File: config.mk
export PLATFORM = sky130hd
export DESIGN_NAME = reg_file_sb
export DESIGN_NICKNAME = d
export VERILOG_FILES = /design/src/rtl/reg_file_sb.sv
export SDC_FILE = /design/constraint.sdc
export NUM_CORES = 1
export LEC_CHECK = 0
export BUFFER_PORTS_ARGS = -buffer_cell sky130_fd_sc_hd__buf_2
export CAP_MARGIN = 20
export CORE_ASPECT_RATIO = 0.7
export CORE_MARGIN = 1
export CORE_UTILIZATION = 55
export CTS_CLUSTER_SIZE = 8
export DETAILED_ROUTE_END_ITERATION = 6
export PLACE_DENSITY_LB_ADDON = 0.15
export SYNTH_ARGS = -nofsm -noshare
export SYNTH_HDL_FRONTEND = slang
export SYNTH_SLANG_ARGS = --single-unit
File: constraint.sdc
create_clock -name CLK_WB -period 3.37 [get_ports CLK_WB]
set_input_delay 0.1685 -clock CLK_WB [delete_from_list [all_inputs] [get_ports CLK_WB]]
set_output_delay 0.1685 -clock CLK_WB [all_outputs]
set_load 0.01 [all_outputs]
File: src/rtl/reg_file_sb.sv
// Write-back register file: two async read ports with write bypass, per-register
// busy scoreboard (issue reserves, write-back releases) and flat debug exports.
module reg_file_sb #(
  parameter int unsigned DATA_W  = 16,
  parameter int unsigned NREG    = 8,
  parameter int unsigned ADDR_W  = 3,
  parameter bit          ZERO_R0 = 1'b0
) (
  input  logic                   CLK_WB,
  input  logic                   RESET_N,
  input  logic                   WEN,
  input  logic [ADDR_W-1:0]      WADDR,
  input  logic [DATA_W-1:0]      WDATA,
  input  logic                   RSV_EN,
  input  logic [ADDR_W-1:0]      RSV_ADDR,
  input  logic [ADDR_W-1:0]      RADDR_A,
  input  logic [ADDR_W-1:0]      RADDR_B,
  output logic [DATA_W-1:0]      RDATA_A,
  output logic [DATA_W-1:0]      RDATA_B,
  output logic                   BUSY_A,
  output logic                   BUSY_B,
  output logic [NREG-1:0]        BUSY_VEC,
  output logic [DATA_W*NREG-1:0] REG_FLAT
);

  localparam logic [ADDR_W:0] NREG_C = (ADDR_W+1)'(NREG);

  logic [NREG-1:0][DATA_W-1:0] regs_q, regs_d;
  logic [NREG-1:0]             busy_q, busy_d;
  logic                        wr_vld, rsv_vld;
  logic [1:0][ADDR_W-1:0]      raddr;
  logic [1:0][DATA_W-1:0]      rdata;
  logic [1:0]                  rbusy;

  assign wr_vld  = WEN && ({1'b0, WADDR} < NREG_C) && !(ZERO_R0 && (WADDR == '0));
  assign rsv_vld = RSV_EN && ({1'b0, RSV_ADDR} < NREG_C) && !(ZERO_R0 && (RSV_ADDR == '0));

  // Reserve is applied after the write so a same-register pair leaves busy set.
  always_comb begin
    regs_d = regs_q;
    busy_d = busy_q;
    for (int unsigned i = 0; i < NREG; i++) begin
      if (wr_vld && (WADDR == ADDR_W'(i))) begin
        regs_d[i] = WDATA;
        busy_d[i] = 1'b0;
      end
      if (rsv_vld && (RSV_ADDR == ADDR_W'(i))) begin
        busy_d[i] = 1'b1;
      end
    end
  end

  always_ff @(posedge CLK_WB) begin
    if (!RESET_N) begin
      regs_q <= '0;
      busy_q <= '0;
    end else begin
      regs_q <= regs_d;
      busy_q <= busy_d;
    end
  end

  assign raddr[0] = RADDR_A;
  assign raddr[1] = RADDR_B;

  // Out-of-range addresses never match a register and so read as zero / not busy.
  always_comb begin
    rdata = '0;
    rbusy = '0;
    for (int unsigned p = 0; p < 2; p++) begin
      for (int unsigned i = 0; i < NREG; i++) begin
        if ((raddr[p] == ADDR_W'(i)) && !(ZERO_R0 && (i == 0))) begin
          rdata[p] = regs_q[i];
          rbusy[p] = busy_q[i];
        end
      end
      if (wr_vld && (WADDR == raddr[p])) begin
        rdata[p] = WDATA;
        rbusy[p] = 1'b0;
      end
    end
  end

  assign RDATA_A  = rdata[0];
  assign RDATA_B  = rdata[1];
  assign BUSY_A   = rbusy[0];
  assign BUSY_B   = rbusy[1];
  assign BUSY_VEC = busy_q;
  assign REG_FLAT = regs_q;

endmodule
== After elaboration in Yosys (flattened, before gate mapping) ==
Index checks and enable logic that the tools add are counted.
Storage, ports and cells
  register bits: 136
  latch bits: 0
  memory bits (writable): 0
  bits in read-only memories: 0
  input port bits: 32
  output and inout bits: 170
  logic and storage cells: 128
  memories: 0
Operators by class
  add/subtract/negate cells: 0
  $mul: 0
  div/mod/pow operators: 0
  order comparisons: 0
  equal/unequal tests: 30
  shift-type cells: 0
  muxes and demuxes: 52
  bitwise operators: 0
  reductions and logical operators: 30
Operator list (count)
  $mux W16: 18
  $eq A3 B3 Y1 const B: 16
  $mux W1: 34
  $eq A3 B2 Y1 const B: 8
  $logic_and A1 B1 Y1: 18
  $reduce_bool A2 Y1: 8
  $eq A3 B1 Y1 const B: 4
  $logic_not A3 Y1: 4
  $eq A3 B3 Y1: 2

== Longest topological paths before layout ==
  depth in word-level cells: 10
  depth in mapped cells: 7
  mapped depth without buffers: 4

== Least setup slack after synthesis ==
Ideal clock, no wire load.
  path kind: input to output
  start point: in RADDR_B[2]
  end point: out RDATA_B[14]
  data arrival time: 1.290 ns
  data required time: 3.201 ns
  slack: 1.912 ns
  cell stages on the path: 6
  buffers on the path: 2
  path through: buf_2 > xnor2_2 > nand4_2 > buf_6 > mux2_4 > a31oi_2
Between the ends
  cells in the longest elaborated chain, start to end: 10
  elaborated cells on any way between the ends: 19
  those cells by class: 8 x eq/ne; 9 x mux; 2 x reduce/logical
Ends and longest elaborated chain
  start, declared: line 17  | input logic [ADDR_W-1:0] RADDR_B,
  $logic_not A3 Y1: line 72  | if ((raddr[p] == ADDR_W'(i)) && !(ZERO_R0 && (i == 0))) begin
  $mux W16 (8 in a row): line 72
  $mux W16 *: line 77  | if (wr_vld && (WADDR == raddr[p])) begin
  end, declared: line 19  | output logic [DATA_W-1:0] RDATA_B,
Every way passes the cells marked *; elsewhere a longest branch is shown, timed or not.

== Final worst setup path ==
  start point: in RADDR_A[2]
  end point: out RDATA_A[11]
Between the ends
  cells in the longest elaborated chain, start to end: 10
  elaborated cells on any way between the ends: 19
  those cells by class: 8 x eq/ne; 9 x mux; 2 x reduce/logical
Ends and longest elaborated chain
  start, declared: line 16  | input logic [ADDR_W-1:0] RADDR_A,
  $logic_not A3 Y1: line 72
  $mux W16 (8 in a row): line 72
  $mux W16 *: line 77
  end, declared: line 18  | output logic [DATA_W-1:0] RDATA_A,
Marked as above.

==> qor.csv <==
metric;value;unit
rsz0062_at_grt;false;
synth-compound-area-share;24.00;%
fp.dieArea;15730;um2
h-tree-depth;4;
critPathKind;primary input to output pin;
synthAdderAreaFrac;0;%
crit_arrival;2.24;ns
insertion_delay;0.42;ns
core;14770;um2
nets;1243;
power.density;456.6;nW/um2
synth_top_family_by_area;compound AO/OA/AOI/OAI gates;
crit_start;RADDR_A[2];
postCtsSetupBuffers;0;
fp.dieH;105.2;um
p_leak;4.191;nW
fin_setup_tns;0;ns
hold_viol;0;
worstReg2RegStart;REG_FLAT[87];
muxShareOfSynthArea;12.85;%
crit_end;RDATA_A[11];
io_buffers;201;
cts.sinks;136;
finClkSkew;0;ns
critPathMaxStageDelay;0.46;ns
numCtsBuffers;17;
cp_slowest_cell;buf_2;
cts_resized;0;
drive_above_1_share;23.77;%
min_period;2.412;ns
status;complete, but fails checks;
max_freq;0.4146;GHz
rrSetupSlack;2.55;ns
yosys_warnings;0;
cts_hold_buf;0;
root_buffer;clkbuf_16;
clock_path_buffers;2;
hold_ws;0.06682;ns
route.antenna.remaining_nets;0;
dr.first_iter.drc_count;870;
synth_xor_area_share;0.8967;%
grt_pass1_wl;46.80;mm
fin_total_pwr;0.004526;W
clk_pin_slew_worst_paths;0.06;ns
tightest_slew;1.095;ns
critPathMostFrequentCell;buf_2;
timing.final.ws_setup;0.9580;ns
vdd_drop_max;346.2;uV
viasPerCell;6.286;
violations;DRC;
gp_congestion;0.9746;
endpoint_kind;output pin;
avgRoutedWirePerCell;21.26;um
yosysUniqueCellTypes;51;
rows;37;
hold_class;primary input to flop;
floorplan.initialDensity;56.69;%
wirelength;30.17;mm
setup_violations;0;
dp_hpwl;20.83;mm
antenna_found_initial;0;
post-route-period-util;71.57;%
syn-cell-area;8372;um2
synth-seq-cells;136;
insertedDiodeCount;0;
syn_nets;1111;
tritoncts;built;
slew_viol_final;0;
pre_cts_ws;1.079;ns
stdcell_area;9913;um2
globalRoute.totalOverflow;0;
synthToLayoutAreaGrowth;18.41;%
placed_area;9220;um2
relSlewSlack;26.97;%
grt_usage;38.85;%
pin_count;202;
hold_start;RSV_ADDR[0];
ff2ff_path_depth;2;
drc;11;
max-cap-violations;0;
crit_chain;buf_2, xnor2_1, nand4_2, buf_4, mux2i_1, a31oi_1, buf_2;
timing.rr.end;REG_FLAT[87];
start_kind;primary input;
critPathMaxFanout;32;
syn_area_per_cell;7.759;um2
syn-instance-count;1079;
num_vias;8920;
grt_start_max_net_pins;73;
required;3.20;ns
ys_seq_area_share;32.52;%
die_w;149.5;um
synthSimpleGateAreaFrac;23.17;%
grt_pass1_vias;8208;
first_pass_iters;7;
[sequential cells by signal (all words and copies together) (netlist names)]
register,cells
REG_FLAT,128
BUSY_VEC,8
[layout by cell type (no fill, tap or decap), types with 6 or more instances in the layout]
cell type  netlist  routed
nor3b_1         25      25
a31oi_1         24      24
a21boi_0       105     105
nor2_2           6       6
nand2b_1        23      23
buf_4           12      12
nor2_1          58      58
nor2b_1         17      17
mux2_2           6       6
or2_2           12      12
dfxtp_1        136     136
a21boi_1        25      25
nand2_1        261     261
inv_1           10      10
o22ai_1         27      27
o21ai_0         72      72
mux2i_1         88      88
bufinv_16        0       6
a22oi_1          8       8
buf_2           31     201
o221ai_1        11      11
clkbuf_16        0      17
[Yosys cell counts, drive strengths merged]
| library cell | n | share of area (%) |
|---|---|---|
| a21boi | 130 | 12 |
| a21oi | 1 | 0.060 |
| a22oi | 8 | 0.72 |
| a2bb2oi | 5 | 0.52 |
| a31o | 5 | 0.52 |
| a31oi | 25 | 1.9 |
| a32oi | 4 | 0.42 |
| and2 | 4 | 0.30 |
| and3 | 3 | 0.22 |
| buf | 53 | 3.9 |
| clkbuf | 49 | 2.2 |
| dfxtp | 136 | 33 |
| inv | 10 | 0.45 |
| mux2 | 9 | 1.3 |
| mux2i | 88 | 11 |
| mux4 | 4 | 1.1 |
| nand2 | 263 | 12 |
| nand2b | 24 | 1.9 |
| nand3 | 7 | 0.54 |
| nand3b | 1 | 0.090 |
| nand4 | 4 | 0.45 |
| nor2 | 64 | 3.0 |
| nor2b | 17 | 1.3 |
| nor3 | 3 | 0.37 |
| nor3b | 25 | 2.2 |
| o211ai | 2 | 0.18 |
| o21ai | 77 | 4.6 |
| o221ai | 11 | 1.2 |
| o22a | 1 | 0.10 |
| o22ai | 27 | 2.0 |
| o2bb2ai | 1 | 0.10 |
| or2 | 12 | 0.90 |
| xnor2 | 6 | 0.90 |
[logic make-up after synthesis]
group / after synthesis
and+or+nand+nor: 427
AOI/OAI and AO/OA: 297
DFF: 136
buffers and inverters: 112
muxes: 101
xor gates and xnor gates: 6
[cell type report]
| class | instances | area [um2] |
|---|---|---|
| clock inverter | 13 | 239.0 |
| timing repair buffer | 215 | 1127 |
| sequential | 136 | 2723 |
| multi-input combinational | 831 | 5100 |
| fill | 1285 | 4855 |
| tap | 195 | 244.0 |
| clock buffer | 19 | 442.9 |
| inverter | 10 | 37.54 |
[power by group]
group	internal [W]	switching, W	leakage, nW
Combinational	0.000237	0.000393	2.77
Clock	0.00142	0.000786	0.325
Sequential	0.00164	0.0000462	1.10
Total	0.00330	0.00123	4.19
[how the worst min path moves through the flow]
| stage | endpoint | cells past startpoint | slack (ns) |
|---|---|---|---|
| after floorplan | BUSY_VEC[7] | 2 | 0.33 |
| after global placement | REG_FLAT[121] | 2 | 0.46 |
| after detailed placement | REG_FLAT[121] | 2 | 0.46 |
| after CTS | BUSY_VEC[7] | 3 | 0.06 |
| after global routing | BUSY_VEC[7] | 3 | 0.07 |
| final | BUSY_VEC[7] | 3 | 0.07 |
[worst max-delay path, delay by kind of cell]
| kind | cells | cell delay [ns] |
|---|---|---|
| AND/OR/NAND/NOR | 1 | 0.45 |
| XOR/XNOR | 1 | 0.22 |
| buffers and inverters | 3 | 1.03 |
| multiplexers | 1 | 0.13 |
| AO/OA/AOI/OAI | 1 | 0.24 |
[per-layer routing]
metal	share of wire (%)	wire length, um	global-route usage, %
met1	42	12690	54.71
met2	43	13050	58.13
met3	10	3153	5.974
met4	4.2	1268	17.71
met5	0	0	0
[per-stage QoR]
stage | util (%) | std cells
CTS | 67.05 | 1418
detailed placement | 62.43 | 1386
floorplan | - | 1079
global route | 67.13 | 1419
global placement | 62.43 | 1386
finish | 67.13 | 1419
No activity file was read; power rests on OpenSTA's default activity.
